==> src/rtl/linear_mixer.sv <==
// linear_mixer
// Slot-rate output mixer that sits after the log-to-linear stage. Each valid
// slot carries a sign-magnitude sample. The mixer converts it to two's
// complement and sums carrier outputs into a melody sum and a rhythm sum over
// an 18-slot frame. At slot 17 both sums are published with a one-cycle strobe.
//
// Ports
//   clk        system clock, rising edge
//   reset      asynchronous active-low reset
//   li_valid   slot sample present this cycle
//   li_slot    slot index (0..17 valid, 18..31 flagged and ignored)
//   li_sign    sample sign (1 = negative)
//   li_value   sample magnitude 0..511
//   rhythm     rhythm mode enable, sampled per slot
//   mute       forces published sums to zero
//   mo         published melody sum (signed)
//   ro         published rhythm sum (signed)
//   out_valid  one-cycle pulse when mo/ro update
//   seq_err    sticky slot-sequence error flag
//
// Handshake: li_valid qualifies the slot inputs for exactly the cycle it is
// high. There is no back-pressure; every valid cycle is consumed.
module linear_mixer #(
   parameter int MIXW = 14
) (
   input  logic                   clk,
   input  logic                   reset,
   input  logic                   li_valid,
   input  logic [4:0]             li_slot,
   input  logic                   li_sign,
   input  logic [8:0]             li_value,
   input  logic                   rhythm,
   input  logic                   mute,
   output logic signed [MIXW-1:0] mo,
   output logic signed [MIXW-1:0] ro,
   output logic                   out_valid,
   output logic                   seq_err
);

   logic signed [MIXW-1:0] acc_m_q, acc_m_d;
   logic signed [MIXW-1:0] acc_r_q, acc_r_d;
   logic signed [MIXW-1:0] mo_q, mo_d;
   logic signed [MIXW-1:0] ro_q, ro_d;
   logic                   out_valid_q, out_valid_d;
   logic                   seq_err_q, seq_err_d;
   logic [4:0]             exp_q, exp_d;

   logic signed [MIXW-1:0] mag;
   logic signed [MIXW-1:0] s_val;
   logic signed [MIXW-1:0] cm;
   logic signed [MIXW-1:0] cr;
   logic signed [MIXW-1:0] sum_m;
   logic signed [MIXW-1:0] sum_r;
   logic                   in_range;
   logic                   mel_en;
   logic                   rhy_en;

   always_comb begin
      mag      = MIXW'(li_value);
      // Negative zero naturally maps to zero here.
      s_val    = li_sign ? -mag : mag;
      in_range = (li_slot <= 5'd17);
      // Carriers are the odd slots; in rhythm mode channels 6..8 are drums.
      mel_en   = in_range && li_slot[0] && (!rhythm || (li_slot <= 5'd11));
      // Slot 12 is the BD modulator and contributes nothing.
      rhy_en   = rhythm && in_range && (li_slot >= 5'd13);
      cm       = mel_en ? s_val : '0;
      cr       = rhy_en ? (s_val <<< 1) : '0;
      // Slot 0 starts a fresh frame: load rather than add.
      sum_m    = (li_slot == 5'd0) ? cm : (acc_m_q + cm);
      sum_r    = (li_slot == 5'd0) ? cr : (acc_r_q + cr);
   end

   always_comb begin
      acc_m_d     = acc_m_q;
      acc_r_d     = acc_r_q;
      mo_d        = mo_q;
      ro_d        = ro_q;
      out_valid_d = 1'b0;
      seq_err_d   = seq_err_q;
      exp_d       = exp_q;
      if (li_valid) begin
         if (!in_range) begin
            seq_err_d = 1'b1;
         end else begin
            acc_m_d = sum_m;
            acc_r_d = sum_r;
            exp_d   = (li_slot == 5'd17) ? 5'd0 : (li_slot + 5'd1);
            // Slot 0 always resynchronises and is never an error.
            if ((li_slot != 5'd0) && (li_slot != exp_q)) begin
               seq_err_d = 1'b1;
            end
            if (li_slot == 5'd17) begin
               out_valid_d = 1'b1;
               mo_d        = mute ? '0 : sum_m;
               ro_d        = mute ? '0 : sum_r;
            end
         end
      end
   end

   always_ff @(posedge clk or negedge reset) begin
      if (!reset) begin
         acc_m_q     <= '0;
         acc_r_q     <= '0;
         mo_q        <= '0;
         ro_q        <= '0;
         out_valid_q <= 1'b0;
         seq_err_q   <= 1'b0;
         exp_q       <= 5'd0;
      end else begin
         acc_m_q     <= acc_m_d;
         acc_r_q     <= acc_r_d;
         mo_q        <= mo_d;
         ro_q        <= ro_d;
         out_valid_q <= out_valid_d;
         seq_err_q   <= seq_err_d;
         exp_q       <= exp_d;
      end
   end

   assign mo        = mo_q;
   assign ro        = ro_q;
   assign out_valid = out_valid_q;
   assign seq_err   = seq_err_q;

endmodule

==> config.mk <==
export PLATFORM = sky130hd
export DESIGN_NAME = linear_mixer
export DESIGN_NICKNAME = d
export VERILOG_FILES = /design/src/rtl/linear_mixer.sv
export SDC_FILE = /design/constraint.sdc
export NUM_CORES = 1
export LEC_CHECK = 0
export ABC_AREA = 1
export BUFFER_PORTS_ARGS = -buffer_cell sky130_fd_sc_hd__buf_2
export CAP_MARGIN = 20
export CORE_ASPECT_RATIO = 1.75
export CORE_MARGIN = 3
export CORE_UTILIZATION = 30
export DETAILED_ROUTE_END_ITERATION = 10
export SLEW_MARGIN = 15
export SYNTH_ARGS = -nofsm -noshare
export SYNTH_HDL_FRONTEND = slang
export SYNTH_SLANG_ARGS = --single-unit
==> constraint.sdc <==
create_clock -name clk -period 2.5 [get_ports clk]
set_input_delay 0.25 -clock clk [delete_from_list [all_inputs] [get_ports clk]]
set_output_delay 0.25 -clock clk [all_outputs]
set_load 0.01 [all_outputs]
==> metrics.cfg, run 1 <==
[worst_setup_path]
critPathMaxFanout=6
path_class=input port to flip-flop
cp-end-kind=flip-flop
cp.required_ns=2.72
start_kind=input port
cp.arrival_ns=2.56

[cts]
cts_tree=done
cts_root_buffer=clkbuf_16
clkTransAtPathRegs_ns=0.06
clock_path_buffers=2
clock-sinks=63
numCtsBuffers=9
ctsHtreeMaxLevel=3
clk_latency_ns=0.34

[routing]
routed_wl_um=13900
dr.pass1.iters=6
vias=4603
drc=0
detail-route-antenna-nets=0
drtIter0Drc=189
viasPerCell=4.85
wl_per_cell_um=14.6

[pwr]
total_power_w=0.00490
power_density_nw_per_um2=806
power.static_leakage_nw=3.30
ir_worst_vdd_mv=0.379

[placement]
place_area_um2=5450
dpl.hpwl_um=10600
port_buffers=49
gp_congestion=0.853

[grt]
grt_overflow=0
antenna_found_initial=0
grt_use_total_pct=17.0
grt_max_degree=64
grt_pass1_wl_um=22200
first_global_vias=4736

[die]
coreArea_um2=14500
dieArea_um2=16500
ios=50
die_h_um=168
fp-row-count=58
die_w_um=98.4
start_util_pct=30.9

[final_layout]
multiInputGateArea_um2=2800
fillers=1546
num-nets-final=816
diodes=0
layout-area-overhead-vs-synth_pct=35.6
regArea_um2=1580
drive_above_1_share_pct=28.6
design_area_um2=6080

[sta]
finalHoldViolations=0
rsz0062_at_grt=yes
max_slew.worst_pin.slew_ns=0.473
finClkSkew_ns=0.00750
slew_headroom_pct=68.4
drv_slew=0
period_minus_slack_ns=2.34
clock.fmax_ghz=0.428
finalCritPeriodShare_pct=93.5
setup_viol_count_final=0

[synthesis]
synthesis.nets=690
synth_area_um2=4490
synth_top_area_share_pct=35.1
synth_common_cells=nand2_1, dfrtp_1, inv_1
syn_inst=639
yosys_warnings=0
yosysSeqAreaShare_pct=35.1
async_flop_share_pct=100
synth.area.top_cells=dfrtp_1, nand2_1, ha_1, nand3_1, inv_1
avgSynthCellArea_um2=7.02
yosysTopAreaCell=dfrtp_1
yosysMostFrequentCell=nand2_1
yosysUniqueCellTypes=39
synth-main-ff-cell=dfrtp_1
synth-edff-count=0
ys_seq_elements=63

[run]
cap_violations=0

[outcome]
status=finished clean

[hold_path]
hold_path_class=input port to flip-flop

[flip-flops by register name, summed over array words and instances (netlist names)]
| name | count |
|---|---|
| seq_err | 1 |
| acc_m_q | 14 |
| mo | 14 |
| ro | 14 |
| acc_r_q | 14 |
| exp_q | 5 |
| out_valid | 1 |
[worst paths after layout]
path,start,end,slack [ns],cells after the start
worst max register to register,acc_r_q[1]$_DFFE_PN0P_,acc_r_q[7]$_DFFE_PN0P_,0.60,8
worst max-delay path,li_slot[0],mo[8]$_DFFE_PN0P_,0.16,19
min in group asynchronous,reset,mo[10]$_DFFE_PN0P_,0.45,3
worst min register to register,seq_err$_DFFE_PN0P_,seq_err$_DFFE_PN0P_,0.45,1
worst min-delay path,li_valid,seq_err$_DFFE_PN0P_,0.17,2
max in group asynchronous,reset,acc_m_q[4]$_DFFE_PN0P_,1.73,3
[per-layer routing]
layer	global-route usage [%]	part of all wire (%)
met1	15.2	34
met2	34.7	59
met3	2.00	1.8
met4	9.87	4.7
met5	0	0
[area by class of cell]
type                            count  area share (%)
Tap cell                          180            3.70
Timing Repair Buffer              135            15.0
Clock inverter                      5            1.34
Multi-Input combinational cell    491            46.1
Clock buffer                       11            3.99
Sequential cell                    63            25.9
Inverter                           65            4.01
[worst max-delay path, stage by stage]
cell      delay (ns)
buf_2           0.12
ha_1            0.21
inv_1           0.08
nor2_2          0.05
nand2_1         0.08
nand3_2         0.09
nand3_4         0.13
inv_2           0.08
nand2_1         0.10
inv_1           0.05
ha_1            0.34
a21oi_2         0.19
o21ai_1         0.09
buf_4           0.15
nand2_1         0.08
a21oi_1         0.06
nand3b_1        0.19
nand3_1         0.14
nand2_1         0.06
[power breakdown]
part / internal, W / switching [W]
combinational: 0.000913 / 0.00110
sequential: 0.00130 / 0.000205
clock: 0.000900 / 0.000484
total: 0.00311 / 0.00179
[stage by stage]
| step | TNS [ns] | hold slack, ns | utilization, % | cells | worst slack, ns |
|---|---|---|---|---|---|
| 5_1_grt | -0.0481 | 0.166 | 41.9 | 950 | -0.0240 |
| 2_1_floorplan | 0 | -0.0456 | - | 639 | 0.00000822 |
| 4_1_cts | 0 | 0.159 | 39.9 | 944 | 0.0318 |
| 3_3_place_gp | -8.44 | 0.289 | 37.6 | 927 | -0.287 |
| 6_report | 0 | 0.167 | 41.9 | 950 | 0.164 |
| 3_5_place_dp | -9.12 | 0.293 | 37.6 | 927 | -0.294 |
[layout by cell type, fill, tap and decap left out, drive strengths merged, types with 9 or more instances in the layout]
cell type and instances:
a21oi 21, buf 133, clkbuf 12, dfrtp 63
ha 29, inv 65, nand2 221, nand3 53
nand4 9, nor2 63, o21ai 51, xor2 9
[kinds of logic (layout without fill, tap and decap cells)]
group / after synthesis / count (layout) / share of synthesized area, %
flip-flops: 63 / 63 / 35.1
buffers and inverters: 85 / 216 / 8.01
AO/OA/AOI/OAI: 88 / 88 / 10.8
AND/OR/NAND/NOR: 355 / 355 / 33.8
XOR/XNOR: 17 / 17 / 3.32
adder cells (fa/ha/maj): 31 / 31 / 8.98
[timing repair]
action | in CTS | in global routing
endpoints found under the setup margin | 0 | 43
hold buffers | 1 | 0
resized for setup | 0 | 66
endpoints found under the hold margin | 63 | 0
setup buffers | 0 | 5
No activity file was read; power rests on OpenSTA's default activity.
==> run 2, diff against run 1 <==
Settings changed: CORE_UTILIZATION 30 to 45.
==> metrics.cfg, run 2 (synthesis results as in run 1) <==
[grt]
met2_usage_pct=45.5  ; was 34.7%
grt_overflow=0  ; unchanged
gr-usage-met3_pct=3.78  ; was 2.00%
met1_usage_pct=26.3  ; was 15.2%
first_global_vias=4691  ; was 4736
grt_pass1_wl_um=21600  ; was 22200 µm
grt_use_total_pct=24.9  ; was 17.0%
grt_max_degree=45  ; was 64
antenna_found_initial=0  ; unchanged
gr-max-usage-layer=met2  ; unchanged

[sta]
max_slew.worst_pin.slew_ns=0.793  ; was 0.473 ns
finClkSkew_ns=0.00524  ; was 0.00750 ns
drv_slew=0  ; unchanged
finalHoldViolations=6  ; was 0
clock.fmax_ghz=0.416  ; was 0.428 GHz
rsz0062_at_grt=yes  ; unchanged
finalCritPeriodShare_pct=96.2  ; was 93.5%
hold_slack_ns=-0.0104  ; was 0.167 ns
setup_viol_count_final=0  ; unchanged
period_minus_slack_ns=2.41  ; was 2.34 ns
layout_setup_ws_ns=0.0948  ; was 0.164 ns
slew_headroom_pct=47.1  ; was 68.4%

[routing]
detail-route-antenna-nets=0  ; unchanged
viasPerCell=5.22  ; was 4.85
dr.pass1.iters=4  ; was 6
drc=0  ; unchanged
routed_wl_um=13500  ; was 13900 µm
wl_per_cell_um=15.1  ; was 14.6 µm
vias=4674  ; was 4603
drtIter0Drc=288  ; was 189

[pwr]
ir_worst_vdd_mv=0.401  ; was 0.379 mV
power.static_leakage_nw=3.28  ; was 3.30 nW
swShare_pct=36.9  ; was 36.5%
power.internal_w=0.00302  ; was 0.00311 W
clkPwrFrac_pct=26.2  ; was 28.2%
p_comb_share_pct=42.4  ; was 41.0%
pwr-share-seq_pct=31.4  ; was 30.7%
total_power_w=0.00479  ; was 0.00490 W
p_sw_w=0.00177  ; was 0.00179 W
power_density_nw_per_um2=792  ; was 806 nW/µm²

[final_layout]
final_common_cell=nand2_1  ; unchanged
fillers=858  ; was 1546
design_area_um2=6050  ; was 6080 µm²
most-common-layout-cells=nand2_1, buf_4, dfrtp_1  ; unchanged
num-nets-final=820  ; was 816
layout-area-overhead-vs-synth_pct=34.8  ; was 35.6%
regArea_um2=1580  ; unchanged
diodes=0  ; unchanged
drive_above_1_share_pct=30.2  ; was 28.6%
multiInputGateArea_um2=2840  ; was 2800 µm²
fin_cells=896  ; was 950

[cts]
numCtsBuffers=9  ; unchanged
cts_tree=done  ; unchanged
cts-hold-fix-buffers=0  ; was 1
clk_latency_ns=0.33  ; was 0.34 ns
ctsHtreeMaxLevel=3  ; unchanged
clock_path_buffers=2  ; unchanged
cts_root_buffer=clkbuf_16  ; unchanged
clock-sinks=63  ; unchanged
clkTransAtPathRegs_ns=0.06  ; about the same

[die]
die_h_um=138  ; was 168 µm
start_util_pct=46.8  ; was 30.9%
fp-row-count=47  ; was 58
coreArea_um2=9590  ; was 14500 µm²
ios=50  ; unchanged
dieArea_um2=11200  ; was 16500 µm²
die_w_um=81.5  ; was 98.4 µm

[worst_setup_path]
critPathMaxFanout=8  ; was 6
r2r_setup_slack_ns=0.56  ; was 0.60 ns
slowest_delay_ns=0.35  ; was 0.34 ns
crit-reg2reg-launch=acc_m_q[0]$_DFFE_PN0P_  ; was acc_r_q[1]$_DFFE_PN0P_
crit_top_cell=nand2_1  ; unchanged
slowest_stage=ha_1  ; unchanged
crit_chain=buf_2 -> ha_2 -> inv_1 -> nor2_2 -> nand2_1 -> nand3_2 -> nand3_4 -> buf_6 -> buf_4 -> nor2_1 -> ha_1 -> nand2_1 -> nor2_1 -> nand3_2 -> nand3_1 -> nand2_1 -> nand3_1 -> nand2_1 -> nand2_1 -> nand2_1  ; was buf_2 -> ha_1 -> inv_1 -> nor2_2 -> nand2_1 -> nand3_2 -> nand3_4 -> inv_2 -> nand2_1 -> inv_1 -> ha_1 -> a21oi_2 -> o21ai_1 -> buf_4 -> nand2_1 -> a21oi_1 -> nand3b_1 -> nand3_1 -> nand2_1
cp-end-kind=flip-flop  ; unchanged
r2r-end=acc_m_q[6]$_DFFE_PN0P_  ; was acc_r_q[7]$_DFFE_PN0P_
r2r_cells=11  ; was 8
start_kind=input port  ; unchanged
path_class=input port to flip-flop  ; unchanged
cp.required_ns=2.72  ; about the same
cp.arrival_ns=2.63  ; was 2.56 ns

[placement]
gp_congestion=0.911  ; was 0.853
dpl.hpwl_um=10200  ; was 10600 µm
place_area_um2=5450  ; about the same
place_ws_ns=-0.368  ; was -0.294 ns
port_buffers=49  ; unchanged
placed_cells=878  ; was 927

[outcome]
violations=negative hold slack
status=complete, but fails checks  ; was finished clean

[run]
cap_violations=0  ; unchanged

[hold_path]
hold_path_class=input port to asynchronous set/reset pin  ; was input port to flip-flop

run 2: cell count changes in the layout (fill, tap and decap cells not counted), moves of 4 or more:
cell,before,now
ha_1,22,18
nand2_2,7,11
o21ai_1,17,21
buf_4,82,87
nand2_1,213,209
ha_4,4,8
nor2_2,11,15
o21ai_0,31,27
run 2: worst max-delay path, delay by kind of cell:
kind | cells | cell delay [ns]
AND/OR/NAND/NOR | 14 | 1.31
adder cells (fa/ha/maj) | 2 | 0.54
buffers and inverters | 4 | 0.49
run 2: routing by layer:
| layer | share of wire [%] | vias up | wire length, µm |
|---|---|---|---|
| met2 | 56 | 98 | 7570 |
| met5 | 0 | - | 0 |
| li1 | - | 2317 | - |
| met3 | 2.4 | 40 | 327 |
| met1 | 37 | 2219 | 5050 |
| met4 | 4.2 | 0 | 571 |
run 2: repair_timing:
item | 4_1_cts | 5_1_grt
gates resized for setup | 1 | 77
setup buffers | 0 | 2
pin swaps | 1 | 18
endpoints found under the setup margin | 3 | 40
endpoints found under the hold margin | 0 | 0
run 2: area by class of cell:
| class | instances | area share (%) |
|---|---|---|
| multi-input combinational | 491 | 47.0 |
| sequential | 63 | 26.1 |
| timing repair buffer | 139 | 15.6 |
| clock buffer | 12 | 4.08 |
| inverter | 65 | 4.03 |
| tap | 122 | 2.52 |
| clock inverter | 4 | 0.745 |
run 2: per-stage QoR:
| stage | utilization, % | setup TNS, ns |
|---|---|---|
| after global routing | 63.1 | -0.452 |
| after detailed placement | 56.8 | -10.13 |
| after global placement | 56.8 | -8.95 |
| after CTS | 59.9 | 0 |
| final | 63.1 | 0 |
| after floorplan | - | 0 |
run 2: power groups by stage:
stage / combinational (W) / clock [W] / sequential, W
6_report: 0.00203 / 0.00125 / 0.00151
4_1_cts: 0.00184 / 0.00127 / 0.00149
5_1_grt: 0.00226 / 0.00133 / 0.00154
2_1_floorplan: 0.00109 / 0 / 0.00149
3_5_place_dp: 0.00182 / 0 / 0.00150
3_3_place_gp: 0.00178 / 0 / 0.00149
run 2: how the worst max path moves through the flow:
stage,cells past startpoint,endpoint,startpoint
6_report,20,acc_m_q[10]$_DFFE_PN0P_,li_slot[0]
2_1_floorplan,19,acc_r_q[11]$_DFFE_PN0P_,li_slot[1]
5_1_grt,19,acc_m_q[12]$_DFFE_PN0P_,li_slot[0]
3_3_place_gp,19,acc_r_q[11]$_DFFE_PN0P_,li_slot[1]
3_5_place_dp,19,acc_r_q[11]$_DFFE_PN0P_,li_slot[1]
4_1_cts,17,acc_m_q[4]$_DFFE_PN0P_,li_slot[0]
